`config.mk`:
```
export PLATFORM = sky130hd
export DESIGN_NAME = tsn_gate_ctrl
export DESIGN_NICKNAME = d
export VERILOG_FILES = /design/src/rtl/tsn_gate_ctrl.sv
export SDC_FILE = /design/constraint.sdc
export NUM_CORES = 1
export LEC_CHECK = 0
export ABC_AREA = 0
export ABC_CLOCK_PERIOD_IN_PS = 4800
export BUFFER_PORTS_ARGS = -buffer_cell sky130_fd_sc_hd__buf_2
export CAP_MARGIN = 20
export CORE_UTILIZATION = 30
export CTS_CLUSTER_SIZE = 25
export DETAILED_ROUTE_END_ITERATION = 12
export GPL_TIMING_DRIVEN = 0
export PLACE_DENSITY_LB_ADDON = 0.1
export SETUP_SLACK_MARGIN = 0.15
export SLEW_MARGIN = 20
export SYNTH_ARGS = -nofsm -noshare
export SYNTH_HDL_FRONTEND = slang
export SYNTH_SLANG_ARGS = --single-unit
```
`constraint.sdc`:
```
create_clock -name clk -period 4.8 [get_ports clk]
set_input_delay 0 -clock clk [delete_from_list [all_inputs] [get_ports clk]]
set_output_delay 0 -clock clk [all_outputs]
set_load 0.1 [all_outputs]
```
`src/rtl/tsn_gate_ctrl.sv`:
```
`default_nettype none
// ============================================================================
// Module  : tsn_gate_ctrl
// Brief   : Cyclic gate control list sequencer producing per-queue eligibility.
//           Optional guard band selected with `GCM_GUARD_BAND_EN.
// Revision: 1.0 - initial release
// ============================================================================
module tsn_gate_ctrl #(
  parameter int GCL_DEPTH    = 8,
  parameter int GCL_AW       = 3,
  parameter int TIME_W       = 32,
  parameter int GUARD_CYCLES = 16
) (
  input  logic              clk,
  input  logic              rst_n,
  input  logic              in_gcm_enable,
  input  logic              in_gcm_cfg_wr,
  input  logic [GCL_AW-1:0] in_gcm_cfg_addr,
  input  logic [7:0]        in_gcm_cfg_gate,
  input  logic [TIME_W-1:0] in_gcm_cfg_interval,
  input  logic              in_gcm_cfg_len_wr,
  input  logic [GCL_AW:0]   in_gcm_cfg_len,
  input  logic [7:0]        in_gcm_queue_nempty,
  output logic [7:0]        out_gcm_valid,
  output logic [7:0]        out_gcm_gate_state,
  output logic [GCL_AW-1:0] out_gcm_entry_idx,
  output logic              out_gcm_cycle_start
);

  typedef enum logic [0:0] {
    S_IDLE = 1'b0,
    S_RUN  = 1'b1
  } state_t;

  localparam logic [GCL_AW:0] DEPTH_C = (GCL_AW+1)'(GCL_DEPTH);
  localparam logic [GCL_AW:0] ONE_C   = (GCL_AW+1)'(1);

  state_t              state_q, state_d;
  logic [7:0]          gate_mem_q [GCL_DEPTH];
  logic [7:0]          gate_mem_d [GCL_DEPTH];
  logic [TIME_W-1:0]   ivl_mem_q  [GCL_DEPTH];
  logic [TIME_W-1:0]   ivl_mem_d  [GCL_DEPTH];
  logic [GCL_AW:0]     len_q, len_d;
  logic [TIME_W-1:0]   cnt_q, cnt_d;
  logic [7:0]          gate_state_q, gate_state_d;
  logic [GCL_AW-1:0]   idx_q, idx_d;
  logic                cycle_start_q, cycle_start_d;
  logic [7:0]          valid_q, valid_d;

  logic [GCL_AW-1:0]   next_idx;
  logic [TIME_W-1:0]   first_cnt;
  logic [TIME_W-1:0]   next_cnt;
  logic [7:0]          guard_mask;

  // Wrap when the following entry would fall outside the current list length;
  // this also covers a length that shrank below the running index.
  assign next_idx  = (({1'b0, idx_q} + ONE_C) >= len_q) ? '0 : idx_q + 1'b1;
  // A zero interval behaves as one cycle, so the loaded count saturates at 0.
  assign first_cnt = (ivl_mem_q[0] == '0) ? '0 : ivl_mem_q[0] - 1'b1;
  assign next_cnt  = (ivl_mem_q[next_idx] == '0) ? '0 : ivl_mem_q[next_idx] - 1'b1;

`ifdef GCM_GUARD_BAND_EN
  localparam logic [TIME_W-1:0] GUARD_C = TIME_W'(GUARD_CYCLES);
  assign guard_mask = ((state_q == S_RUN) && (cnt_q < GUARD_C)) ? gate_mem_q[next_idx] : 8'hFF;
`else
  logic [31:0] unused_guard;
  assign unused_guard = 32'(GUARD_CYCLES);
  assign guard_mask   = 8'hFF;
`endif

  always_comb begin
    state_d       = state_q;
    cnt_d         = cnt_q;
    gate_state_d  = gate_state_q;
    idx_d         = idx_q;
    cycle_start_d = 1'b0;
    gate_mem_d    = gate_mem_q;
    ivl_mem_d     = ivl_mem_q;
    len_d         = len_q;
    valid_d       = gate_state_q & in_gcm_queue_nempty & guard_mask;

    case (state_q)
      S_IDLE: begin
        gate_state_d = '0;
        idx_d        = '0;
        cnt_d        = '0;
        if (in_gcm_enable) begin
          state_d       = S_RUN;
          gate_state_d  = gate_mem_q[0];
          cnt_d         = first_cnt;
          cycle_start_d = 1'b1;
        end
      end
      S_RUN: begin
        if (!in_gcm_enable) begin
          state_d      = S_IDLE;
          gate_state_d = '0;
          idx_d        = '0;
          cnt_d        = '0;
        end else if (cnt_q != '0) begin
          cnt_d = cnt_q - 1'b1;
        end else begin
          idx_d         = next_idx;
          gate_state_d  = gate_mem_q[next_idx];
          cnt_d         = next_cnt;
          cycle_start_d = (next_idx == '0);
        end
      end
      default: state_d = S_IDLE;
    endcase

    // Entries are copied into gate_state/cnt at load time, so rewriting the
    // live entry cannot disturb the interval already in progress.
    if (in_gcm_cfg_wr && ({1'b0, in_gcm_cfg_addr} < DEPTH_C)) begin
      gate_mem_d[in_gcm_cfg_addr] = in_gcm_cfg_gate;
      ivl_mem_d[in_gcm_cfg_addr]  = in_gcm_cfg_interval;
    end
    if (in_gcm_cfg_len_wr) begin
      if (in_gcm_cfg_len == '0)         len_d = ONE_C;
      else if (in_gcm_cfg_len > DEPTH_C) len_d = DEPTH_C;
      else                               len_d = in_gcm_cfg_len;
    end
  end

  always_ff @(posedge clk or negedge rst_n) begin
    if (!rst_n) begin
      state_q       <= S_IDLE;
      cnt_q         <= '0;
      gate_state_q  <= '0;
      idx_q         <= '0;
      cycle_start_q <= 1'b0;
      valid_q       <= '0;
      len_q         <= ONE_C;
      for (int i = 0; i < GCL_DEPTH; i++) begin
        gate_mem_q[i] <= 8'hFF;
        ivl_mem_q[i]  <= TIME_W'(1);
      end
    end else begin
      state_q       <= state_d;
      cnt_q         <= cnt_d;
      gate_state_q  <= gate_state_d;
      idx_q         <= idx_d;
      cycle_start_q <= cycle_start_d;
      valid_q       <= valid_d;
      len_q         <= len_d;
      gate_mem_q    <= gate_mem_d;
      ivl_mem_q     <= ivl_mem_d;
    end
  end

  assign out_gcm_valid       = valid_q;
  assign out_gcm_gate_state  = gate_state_q;
  assign out_gcm_entry_idx   = idx_q;
  assign out_gcm_cycle_start = cycle_start_q;

endmodule
`default_nettype wire

```
# Yosys cells after proc, flatten, opt, wreduce, memory -nomap -nowiden

Cells that the tools add are included.

Output and inout port bits: 20
Register bits: 377
Logic and storage cells: 76
Bits of input ports: 60

Bitwise operators: 4
Reductions and logical operators: 6
Eq/ne operators: 1
Add/subtract/negate cells: 5
Magnitude comparators: 5
Multiplexer cells: 32

Operator list:

| operator                                                              | number |
|---|---|
| 256-bit bitwise mux                                                   | 1 |
| 32-bit 2-to-1 mux                                                     | 8 |
| 32-bit binary-select mux with 3-bit select                            | 1 |
| 32-bit demux with 3-bit select                                        | 1 |
| 32-bit by 1-bit subtractor with 32-bit output (second input constant) | 3 |
| 64-bit bitwise mux                                                    | 1 |
| 32-bit logical NOT                                                    | 2 |
| 32-bit case mux with 2 select lines                                   | 1 |
| 8-bit 2-to-1 mux                                                      | 6 |
| 32-bit nonzero test                                                   | 1 |
| 8-bit binary-select mux with 3-bit select                             | 1 |
| 8-bit demux with 3-bit select                                         | 1 |
| 8-bit case mux with 2 select lines                                    | 1 |
| 3-bit 2-to-1 mux                                                      | 3 |
| 8-bit AND                                                             | 1 |
| 4-bit >= comparator (second input constant)                           | 2 |
| 4-bit 2-to-1 mux                                                      | 2 |
| 3-bit inverter with 4-bit output                                      | 2 |
| 3-bit case mux with 2 select lines                                    | 1 |
| 3-bit by 1-bit adder with 4-bit output (second input constant)        | 1 |
| 4-bit >= comparator                                                   | 1 |
| 4-bit > comparator (second input constant)                            | 1 |
| 4-bit logical NOT                                                     | 1 |
| 4-bit by 1-bit < comparator with 1-bit output (second input constant) | 1 |
| other kinds (7)                                                       | 9 |

# Logic depth before layout (Yosys ltp)

Gate-level depths: netlist (run 1).

Depth after elaboration: 12
Gate-level depth with buffers: 23
Mapped depth without buffers: 16

# Worst setup path after synthesis (run 1)

Ideal clock, no wire load.

Kind: register -> register
From: reg idx_q[0] (netlist: out_gcm_entry_idx[0])
To: reg cnt_q[13]
Cell stages (with the launch flop): 23
Path buffers: 9
Arrival time: 5,435 ps
Slack: -775 ps
Clock period less this slack: 5,575 ps
Required time: 4,659 ps
Setup time: 141 ps
Cells stage by stage: dfrtp_1 -> buf_6 -> buf_4 -> buf_6 -> buf_6 -> buf_4 -> and3_1 -> ha_1 -> a21oi_1 -> o21ai_1 -> buf_2 -> clkbuf_1 -> o21ai_0 -> o2bb2ai_1 -> ha_1 -> a21bo_2 -> and4b_1 -> nand3_1 -> or2_1 -> buf_2 -> o21ai_4 -> buf_6 -> o221ai_2

Longest elaborated chain between the ends: 12
Elaborated cells on any way between the ends: 14
Those cells by class: add/sub: 3; order compare: 1; mux: 8; bitwise: 1; reduce/logical: 1

RTL lines:

| element                                                                                    | RTL line | text |
|---|---|---|
| start, declared                                                                            | 46       | `logic [GCL_AW-1:0] idx_q, idx_d;` |
| start signal, assigned                                                                     | 142      | `idx_q <= idx_d;` |
| 3-bit by 1-bit adder with 4-bit output                                                     | 57       | `assign next_idx = (({1'b0, idx_q} + ONE_C) >= len_q) ? '0 : idx_q + 1'b1;` |
| 4-bit >= comparator                                                                        | 57       |  |
| 3-bit 2-to-1 mux (*)                                                                       | 57       |  |
| 3-bit inverter with 4-bit output (implied by the code) (*)                                 | 60       | `assign next_cnt = (ivl_mem_q[next_idx] == '0) ? '0 : ivl_mem_q[next_idx] - 1'b1;` |
| 32-bit binary-select mux with 3-bit select (*)                                             | 60       |  |
| 32-bit 2-to-1 mux (implied by the code) (*) (2 in a row)                                   | 60       |  |
| 32-bit by 1-bit subtractor with 32-bit output / 32-bit logical NOT (equally long branches) | 60       |  |
| 32-bit 2-to-1 mux (*)                                                                      | 60       |  |
| 32-bit 2-to-1 mux (*)                                                                      | 100      | `end else if (cnt_q != '0) begin` |
| 32-bit 2-to-1 mux (*)                                                                      | 95       | `if (!in_gcm_enable) begin` |
| 32-bit case mux with 2 select lines (*)                                                    | 82       | `case (state_q)` |
| via cnt_d[13]                                                                              | 44       | `logic [TIME_W-1:0] cnt_q, cnt_d;` |
| end signal, assigned                                                                       | 140      | `cnt_q <= cnt_d;` |
| end, declared                                                                              | 44       |  |

Mark *: on every way through the listed nets, which the timed path passes. The rest lies on a longest branch. The select of a mux whose other input is x is not followed.
A chain may end at the register's enable or synchronous reset.

# Worst setup path after layout (run 1)

From: reg idx_q[0] (netlist: out_gcm_entry_idx[0])
To: reg cnt_q[10]

The elaborated chain is that of the path after synthesis.

==> metrics.txt, run 1 <==
Reg-to-Reg End=cnt_q[10]; vias in the first global route=14604; worst-path fanout max=7; Routed Antenna Nets=0; routed len/inst=24.95 µm; FF-to-FF path depth=24; Post-synth top cells=mux2_2, dfrtp_1, nand2_1; die outline width=253.6 µm; Post-synth EDFFs=0; post-synth top area share=40.04%; most common cell in the netlist=mux2_2; n_diodes=0; Cells after Synth=1529; top_reg_cell synth=dfrtp_1; final period utilization=101.4%; Congestion Overflow GR=0; port bufs=77; Final Critical Period=4866 ps; Hold Path Class=in -> async; synth top area cells=dfrtp_1, mux2_2, dfstp_2, mux4_2, xnor2_1; DRC=0; drt first-iter violations=751; synth warn=0; initial core utilization=30.56%; crit-path cells=buf_12, buf_12, buf_12, buf_12, buf_16, and3_4, ha_4, o211ai_1, o21ai_2, buf_6, clkbuf_16, a21oi_4, a2bb2oi_4, inv_2, ha_4, a21bo_4, and4b_2, nand3_4, or2_1, buf_6, o21ai_4, buf_6, buf_12, o221ai_2; Area Growth Syn to Fin=25.12%; Logic pwr share=22.1%; post-synthesis sequential area ratio=50.14%; final worst slack=-66.46 ps; status=complete, but fails checks; Root Buffer=clkbuf_16; TritonCTS clock tree=yes; Critical Path RT=5220 ps; Critical Path AT=5290 ps; switching part of the total=29.25%; asr flop ratio synth=100.0%; reg2reg start=out_gcm_entry_idx[0]; share of layout cells above drive strength 1=41.24%; critical path startpoint category=flop; sw power=3.045 mW; routability congestion estimate=0.8643; H-tree depth=2; Rows=91; flop-to-flop setup slack=-70 ps; worst vdd ir=0.2345 mV; most frequent CP cell=buf_12; cts bufs inserted=47; Max Cap Viol=0; clock share of power=36.0%; CP max stage delay=550 ps; Worst-path clk slew=60 ps; Max clock buf depth=3; Clk Latency, worst-skew pair=600 ps; DP HPWL=43.93 mm; Post-Route Setup TNS=-925.6 ps; aggregate global-route resource usage=21.08%; WS Path Type=reg -> reg; first-pass iteration count of the detailed router=5; Ports=80; DR vias=13607; Final nets=1835; Seq pwr share=41.9%; Tot Pwr=10.41 mW; largest net degree at the start of global routing=93; worst clock skew=31.42 ps; RSZ-0062 raised after global routing=true; initial antenna violation count=5; first-pass GRT wire length=98.79 mm; Synth Area per Inst=12.42 µm²; Routed WL=65.88 mm; Yosys cell types=84; Slew headroom=29.44%; Pint=7.364 mW; slowest CP cell=dfrtp_4; Synth area leader=dfrtp_1; vias per cell=5.152; syn nets=1599; pwr/cell area=438.0 mW/mm²; final setup vio count=22; FMAX=205.5 MHz; Slew Viols, Final=0; violated checks=setup timing; die area=0.06433 mm²; worst slack, placed=-1699 ps; Core Footprint=0.06217 mm²; post-synthesis register bit count=377; die height=253.6 µm; CTS Sinks=377; Crit. End Element=flop; Leakage Power=9.558 nW; Final Hold Viols=0; Cell Area, Synth=0.01900 mm²; Least-Margin Pin Slew=1055 ps
[worst max-delay path: cells and delay by family, from the launching register on]
family / cells / cell delay, ps
fa+ha+maj: 2 / 430
buf+inv: 11 / 1550
flops: 1 / 550
compound gates: 7 / 1210
simple gates: 4 / 880
[cell type report]
cell class                 instances  area [µm²]
buffer                            89       613.1
clock buffer                      73        1466
clock inverter                    15       190.2
fill                            6138       38400
inverter                          14       55.05
multi-input combinational       1049        9335
sequential                       377        9534
tap                              837        1047
timing repair buffer             187        1528
[registers in the layout (all words and copies together), names as in the netlist]
register	count
out_gcm_valid	8
out_gcm_gate_state	8
cnt_q	32
out_gcm_entry_idx	3
gate_mem_q	64
state_q	1
out_gcm_cycle_start	1
ivl_mem_q	256
len_q	4
[per-layer routing]
layer  global-route usage [%]  vias to the layer above  routed length, µm
met5                        0                        -                 34
met2                    34.18                      251              30700
li1                         -                     6174                  -
met1                    29.54                     7087              31410
met3                    2.489                       89               2164
met4                    5.938                        6               1576
[cell families (layout without fill, tap and decap cells)]
logic type,after synthesis,count (layout),synth area share [%]
multiplexers,381,381,24.07
flip-flops,377,377,50.14
AND/OR/NAND/NOR,353,353,9.425
AO/OA/AOI/OAI,229,229,9.557
buffers and inverters,103,378,2.549
XOR/XNOR,76,76,3.603
adder cells (fa/ha/maj),10,10,0.6586
[power groups by stage]
stage               logic (mW)  registers, mW  clock network [mW]
floorplan                 1.48           4.35                   0
global placement          2.08           4.39                   0
detailed placement        2.12           4.41                   0
CTS                       2.31           4.36                3.87
global route              2.51           4.46                3.98
finish                    2.30           4.36                3.75
[per-stage QoR]
| stage | area, µm² | hold slack [ps] | util [%] | instances |
|---|---|---|---|---|
| 2_1_floorplan | 19120 | -295.6 | - | 1529 |
| 3_3_place_gp | 20550 | 206.8 | 33.06 | 2443 |
| 3_5_place_dp | 20690 | -10.79 | 33.29 | 2448 |
| 4_1_cts | 23720 | 66.20 | 38.15 | 2640 |
| 5_1_grt | 23770 | 113.3 | 38.23 | 2641 |
| 6_report | 23770 | 82.33 | 38.23 | 2641 |
[cells in the final DEF, fill, tap and decap left out, types with 11 or more instances in the layout]
cell	instances
a21oi_1	26
a221oi_1	21
and2_1	17
and3_1	16
buf_1	18
buf_12	11
buf_2	82
buf_4	42
clkbuf_1	50
clkbuf_16	50
clkbuf_8	16
dfrtp_1	301
dfstp_2	73
dlygate4sd3_1	60
inv_1	11
mux2_2	326
mux2i_1	27
mux4_2	28
nand2_1	100
nand3_1	37
nor2_1	61
nor3_1	43
nor4_1	13
o211ai_1	18
o21ai_0	31
o221ai_2	22
xnor2_1	45
xor2_1	29
[worst max path at each step]
stage / startpoint / endpoint / slack [ps] / cells after the start
floorplan: out_gcm_entry_idx[0] / cnt_q[18] / 80 / 23
global placement: rst_n / out_gcm_entry_idx[0] / -5630 / 1
detailed placement: out_gcm_entry_idx[0] / cnt_q[16] / -1700 / 18
CTS: out_gcm_entry_idx[0] / cnt_q[10] / -60 / 24
global route: out_gcm_entry_idx[0] / cnt_q[10] / -180 / 24
finish: out_gcm_entry_idx[0] / cnt_q[10] / -70 / 24
[what timing repair did]
action / in CTS / in global routing
pin swaps: 23 / 12
endpoints found under the setup margin: 41 / 39
gates resized for setup: 76 / 10
setup buffers: 42 / 1
hold buffers: 61 / 0
endpoints found under the hold margin: 602 / 0
cloned: 1 / 0
Note: power is estimated with default switching activity, not from simulation.
==> inputs of run 2 (changes only) <==
--- a/config.mk
+++ b/config.mk
@@ -5,7 +5,7 @@
 export SDC_FILE = /design/constraint.sdc
 export NUM_CORES = 1
 export LEC_CHECK = 0
-export ABC_AREA = 0
+export ABC_AREA = 1
 export ABC_CLOCK_PERIOD_IN_PS = 4800
 export BUFFER_PORTS_ARGS = -buffer_cell sky130_fd_sc_hd__buf_2
 export CAP_MARGIN = 20
@@ -15,6 +15,7 @@
 export GPL_TIMING_DRIVEN = 0
 export PLACE_DENSITY_LB_ADDON = 0.1
 export SETUP_SLACK_MARGIN = 0.15
+export SKIP_LAST_GASP = 1
 export SLEW_MARGIN = 20
 export SYNTH_ARGS = -nofsm -noshare
 export SYNTH_HDL_FRONTEND = slang
==> run 2 against run 1 <==
The run now ends clean. Count of clock-buffer cells in the layout rose by 2. Fmax is 9.6% higher. Cell count increased by 43%. Synthesized cell count is 76% higher. Combinational power rose by 16%. Sequential share of layout area shrank 0.38 points. Sequential cell count stayed put. Die area rose by 5.3%. Critical path type unchanged. Largest power group unchanged.
==> metrics.txt, run 2 <==
status=complete, no violations; initial core utilization=30.39% (-0.17 points); syn nets=2760 (+73%); vias in the first global route=18687 (+28%); commonest non-fill, non-tap cell in the layout=nand2_1; Rows=94 (+3.3%); pwr/cell area=437.8 mW/mm² (about the same); reg2reg start=out_gcm_entry_idx[0]; FF+latch area=0.009527 mm² (about the same); Multi-input gate area=0.008602 mm² (-7.9%); Tot Pwr=10.50 mW (+0.85%); first-pass iteration count of the detailed router=6 (+1); Top reg by flops=ivl_mem_q; WS Path Type=reg -> reg; initial antenna violation count=1 (-4); Clk Latency, worst-skew pair=590 ps (about the same); Leakage Power=11.71 nW (+23%); Routed Antenna Nets=0 (unchanged); Critical Path RT=5240 ps (+20 ps); number of flip-flops in the largest register=256 (unchanged); flop-to-flop setup slack=360 ps (+420 ps); post-synth top area share=38.01% (-2.0 points); n_diodes=0 (unchanged); final setup vio count=0 (-100%); share of layout cells above drive strength 1=11.57% (-30 points); Slew Viols, Final=0 (unchanged); H-tree depth=2 (unchanged); Area Growth Syn to Fin=19.80%; placed cell count=3638 (+49%); DRC=0 (unchanged); TritonCTS clock tree=yes; Max clock buf depth=3 (unchanged); DP HPWL=60.87 mm (+39%); Final Util=36.41% (-1.8 points); port bufs=79 (+2.6%); worst clock skew=30.39 ps (-1.035 ps); synth top area cells=dfrtp_1, nand2_1, dfstp_2, o21ai_0, inv_1; FMAX=225.1 MHz (+9.6%); FILL cells=7027 (+14%); CTS Sinks=377 (unchanged); Final nets=2954 (+61%); Hold Path Class=in -> async; Core Footprint=0.06586 mm² (+5.9%); die outline width=260.3 µm (+2.6%); post-synthesis sequential area ratio=47.59% (-2.6 points); Slew headroom=30.39% (+0.96 points); RSZ-0062 raised after global routing=false; Least-Margin Pin Slew=1044 ps (-10.46 ps); non-filler cells in the finished layout=3786 (+43%); asr flop ratio synth=100.0% (unchanged); Regs by FF count=ivl_mem_q: 256 flops, gate_mem_q: 64 flops, cnt_q: 32 flops; routed len/inst=21.35 µm (-14%); aggregate global-route resource usage=24.20% (+3.1 points); post-synthesis register bit count=377 (unchanged); most frequent cells in the layout=nand2_1, o21ai_0, inv_1, dfrtp_1, nor2_1; die area=0.06776 mm² (+5.3%); routability congestion estimate=0.9183 (+6.2%); Crit. End Element=flop; Final Hold Viols=0 (unchanged); Synth Area per Inst=7.441 µm² (-40%); Ports=80 (unchanged); Max Cap Viol=0 (unchanged); Congestion Overflow GR=0 (unchanged); vias per cell=5.018 (-2.6%); largest net degree at the start of global routing=91 (-2.2%); DR vias=19000 (+40%); Root Buffer=clkbuf_16; most common cell in the netlist=nand2_1; Yosys cell types=43 (-49%); first-pass GRT wire length=121.3 mm (+23%); Synth area leader=dfrtp_1; final period utilization=92.54% (-8.8 points); top_reg_cell synth=dfrtp_1; Routed WL=80.82 mm (+23%); Post-Route Setup TNS=0 ps (+925.6 ps); Reg-to-Reg End=cnt_q[14]; Cells after Synth=2690 (+76%); drt first-iter violations=1594 (+110%); Final Critical Period=4442 ps (-424.6 ps); Worst-path clk slew=60 ps (about the same); die height=260.3 µm (+2.6%); cts bufs inserted=47 (unchanged); synth warn=0 (unchanged); Post-synth top cells=nand2_1, o21ai_0, inv_1; worst-path fanout max=10 (+3); critical path startpoint category=flop; worst vdd ir=0.2569 mV (+9.5%); Post-synth EDFFs=0 (unchanged); Cell Area, Synth=0.02002 mm² (+5.4%); FF-to-FF path depth=27 (+13%); Critical Path AT=4880 ps (-410 ps)
run 2: logic make-up (layout without fill, tap and decap cells):
group           after synthesis  in the layout  share of synthesized area (%)
compound gates              490            490                          13.11
flops                       377            377                          47.59
buf+inv                     505            737                          9.871
xor+xnor                     53             53                          2.319
simple gates               1255           1255                          26.48
fa+ha+maj                    10             10                         0.6251
run 2: area by class of cell:
class / instances / area share (%)
multi-input combinational: 1808 / 35.87
tap: 864 / 4.508
timing repair buffer: 147 / 4.832
clock inverter: 12 / 0.4174
clock buffer: 75 / 6.100
buffer: 143 / 2.891
sequential: 377 / 39.73
inverter: 360 / 5.651
run 2: metal layers:
metal  routed length, µm  global-route usage, %  vias up
met2               35560                  37.04      605
met1               36960                  33.76     9249
met3                6048                  5.808      127
met4                2254                  7.034        0
li1                    -                      -     9019
met5                   0                      0        -
run 2: worst max-delay path, cell delays in order, from the launching register on:
cell        delay [ps]
dfrtp_2            420
clkinvlp_4         150
clkbuf_16          170
buf_2              250
nor3_2              60
ha_1               330
nand2_1             80
inv_2               80
nand2_1             70
nand4_2            140
buf_4              210
buf_6              190
clkbuf_4           250
o21ai_0            120
nand2_1             80
nand2_1             80
nand2_1             60
nand2_1            120
inv_1              130
ha_4               190
inv_1              110
nor2_4             160
nand2_4            110
nor2_2             150
nand3_2            160
nand2_2            130
buf_6              160
o21ai_1            100
run 2: through the flow:
step	hold slack (ps)	area, µm²	worst slack (ps)
2_1_floorplan	-295.6	20020	299.0
3_3_place_gp	140.3	21490	-4977
3_5_place_dp	-22.83	21630	-2368
4_1_cts	36.47	23920	201.4
5_1_grt	55.00	23980	160.7
6_report	29.11	23980	358.2
run 2: how the worst max path moves through the flow:
stage,slack (ps),start,cells after the start,endpoint
2_1_floorplan,300,out_gcm_entry_idx[0],26,cnt_q[22]
3_5_place_dp,-2370,out_gcm_entry_idx[0],21,cnt_q[31]
6_report,360,out_gcm_entry_idx[0],27,cnt_q[14]
5_1_grt,160,out_gcm_entry_idx[0],27,cnt_q[16]
3_3_place_gp,-4980,rst_n,1,out_gcm_entry_idx[0]
4_1_cts,200,out_gcm_entry_idx[0],27,cnt_q[22]
run 2: what timing repair did:
action	in CTS	in global routing
hold buffers	58	0
pin swaps	3	2
resized for setup	36	23
setup endpoints to repair	44	31
buffers inserted	4	1
hold endpoints to repair	535	0
run 2: power breakdown:
part | leakage, nW | internal (mW) | total [mW] | switching, mW
Clock | 0.780 | 2.14 | 3.61 | 1.47
Sequential | 4.61 | 3.84 | 4.23 | 0.382
Combinational | 6.33 | 0.846 | 2.67 | 1.82
Total | 11.7 | 6.83 | 10.5 | 3.67
==> inputs of run 3 (changes only) <==
--- a/config.mk
+++ b/config.mk
@@ -6,7 +6,7 @@
 export NUM_CORES = 1
 export LEC_CHECK = 0
 export ABC_AREA = 1
-export ABC_CLOCK_PERIOD_IN_PS = 4800
+export ABC_CLOCK_PERIOD_IN_PS = 4200
 export BUFFER_PORTS_ARGS = -buffer_cell sky130_fd_sc_hd__buf_2
 export CAP_MARGIN = 20
 export CORE_UTILIZATION = 30
==> constraint.sdc (replaced) <==
create_clock -name clk -period 4.2 [get_ports clk]
set_input_delay 0 -clock clk [delete_from_list [all_inputs] [get_ports clk]]
set_output_delay 0 -clock clk [all_outputs]
set_load 0.1 [all_outputs]
==> run 3 against run 2 <==
Register-to-register slack got worse by 100 ps. Setup slack got worse by 100 ps. First-iteration DRC count rose by 9.5%. Critical path type unchanged. Clock power rose by 16%. Die area did not move. Global-route usage rose by 0.18 points.
==> metrics.txt, run 3 (synthesis gave the netlist of run 2 again) <==
Max clock buf depth=3 (unchanged); Final nets=2971 (+0.58%); most frequent cells in the layout=nand2_1, o21ai_0, inv_1, dfrtp_1, nor2_1; critical path startpoint category=flop; placed cell count=3638 (unchanged); CP max stage delay=520 ps (+100 ps); Final Util=37.16% (+0.76 points); vias in the first global route=18914 (+1.2%); Routed WL=81.51 mm (+0.85%); Rows=94 (unchanged); RSZ-0062 raised after global routing=true; pwr/cell area=498.4 mW/mm² (+14%); Final Critical Period=3942 ps (-500.3 ps); routed len/inst=21.45 µm (+0.48%); drt first-iter violations=1745 (+9.5%); Final Hold Viols=0 (unchanged); die outline width=260.3 µm (unchanged); Crit. End Element=flop; Congestion Overflow GR=0 (unchanged); Worst-path clk slew=60 ps (about the same); commonest non-fill, non-tap cell in the layout=nand2_1; vias per cell=5.059 (+0.82%); first-pass iteration count of the detailed router=8 (+2); flop-to-flop setup slack=260 ps (-100 ps); port bufs=79 (unchanged); aggregate global-route resource usage=24.38% (+0.18 points); TritonCTS clock tree=yes; Buf/Inv on CP=6 (-4); Routed Antenna Nets=0 (unchanged); number of flip-flops in the largest register=256 (unchanged); Hold Path Class=in -> reg; worst vdd ir=0.2868 mV (+12%); Critical Path RT=4680 ps (-560 ps); worst-path fanout max=10 (unchanged); Pint=7.935 mW (+16%); switching part of the total=34.96% (about the same); crit-path cells=inv_8, clkbuf_16, buf_6, nor3_1, ha_1, a21oi_4, buf_4, clkbuf_2, nand4_1, nand3_1, nand3_1, nand2_1, nand2_1, nor2_1, and2_4, nand3_4, nand2_2, buf_8, o21ai_1; worst clock skew=15.87 ps (-14.51 ps); DP HPWL=60.98 mm (+0.19%); Slew Viols, Final=0 (unchanged); clock share of power=34.2% (about the same); routability congestion estimate=0.9237 (+0.59%); DRC=0 (unchanged); Ports=80 (unchanged); status=complete, no violations; Logic pwr share=26.2% (+0.8 points); largest net degree at the start of global routing=94 (+3.3%); Seq pwr share=39.6% (-0.7 points); Slew headroom=33.47% (+3.1 points); FMAX=253.7 MHz (+13%); Clk Latency, worst-skew pair=600 ps (about the same); final period utilization=93.85% (+1.3 points); Leakage Power=11.86 nW (+1.2%); first-pass GRT wire length=123.1 mm (+1.6%); Area Growth Syn to Fin=22.29%; Critical Path AT=4420 ps (-460 ps); Top reg by flops=ivl_mem_q; Root Buffer=clkbuf_16; final worst slack=258.4 ps (-99.74 ps); Least-Margin Pin Slew=998.0 ps (-46.07 ps); sw power=4.265 mW (+16%); cts bufs inserted=47 (unchanged); final setup vio count=0 (unchanged); Top delay family on crit path=simple AND/OR/NAND/NOR gates; DR vias=19226 (+1.2%); initial antenna violation count=0 (-1); Regs by FF count=ivl_mem_q: 256 flops, gate_mem_q: 64 flops, cnt_q: 32 flops; WS Path Type=reg -> reg; worst slack, placed=-1990 ps (+378.4 ps); Max Cap Viol=0 (unchanged); Core Footprint=0.06586 mm² (unchanged); initial core utilization=30.39% (unchanged); share of layout cells above drive strength 1=13.35% (+1.8 points); H-tree depth=2 (unchanged); die area=0.06776 mm² (unchanged); slowest CP cell=dfrtp_4; CTS Sinks=377 (unchanged); non-filler cells in the finished layout=3800 (+0.37%); die height=260.3 µm (unchanged); n_diodes=0 (unchanged); Tot Pwr=12.20 mW (+16%)
-- run 3: what timing repair did --
item                       4_1_cts  5_1_grt
hold endpoints to repair       544        0
buffers inserted                 4       13
pin swaps                        4       16
gates resized for setup         97       64
setup endpoints to repair       44       36
cloned                           0        2
hold buffers                    60        0
-- run 3: power groups by stage --
stage | registers [mW] | clock network [mW] | logic [mW]
floorplan | 4.89 | 0 | 1.84
global placement | 4.86 | 0 | 2.91
detailed placement | 4.87 | 0 | 2.95
CTS | 4.82 | 4.26 | 3.08
global route | 4.91 | 4.39 | 3.58
finish | 4.83 | 4.17 | 3.20
-- run 3: worst reg2reg max path, stage by stage, from the launching register on --
cell       delay, ps
dfrtp_4          520
inv_8            110
clkbuf_16        160
buf_6            150
nor3_1            60
ha_1             330
a21oi_4          250
buf_4            240
clkbuf_2         350
nand4_1          140
nand3_1          140
nand3_1           80
nand2_1          290
nand2_1          160
nor2_1           170
and2_4           210
nand3_4          120
nand2_2          110
buf_8            150
o21ai_1           90
-- run 3: area by class of cell --
cell class | instances | area, µm²
Buffer | 144 | 843.3
Clock buffer | 76 | 1418
Clock inverter | 8 | 135.1
Fill cell | 7009 | 41390
Inverter | 360 | 1359
Multi-Input combinational cell | 1809 | 8816
Sequential cell | 377 | 9529
Tap cell | 864 | 1081
Timing Repair Buffer | 162 | 1296
-- run 3: metrics by stage --
step	instance area [µm²]	hold slack, ps	TNS, ps
after detailed placement	21640	-80.03	-70730
after global placement	21510	139.7	-1692940
final	24480	102.3	0
after CTS	24130	95.33	0
after floorplan	20030	-295.6	0
after global routing	24480	119.7	0
-- run 3: final timing paths --
kind | start | endpoint | cells past startpoint
max in group asynchronous | rst_n | out_gcm_entry_idx[0] | 6
hold / removal | in_gcm_enable | state_q | 2
min in group asynchronous | rst_n | ivl_mem_q[17] | 4
hold reg to reg | ivl_mem_q[170] | ivl_mem_q[170] | 2
setup / recovery | out_gcm_entry_idx[0] | cnt_q[14] | 19
setup reg to reg | out_gcm_entry_idx[0] | cnt_q[14] | 19
-- run 3: layer usage --
metal	wire (µm)	GRT usage (%)	part of all wire, %
met5	0	0	0
met4	2103	6.823	2.6
met3	4957	3.399	6.1
met2	36000	37.60	44
met1	38450	35.43	47
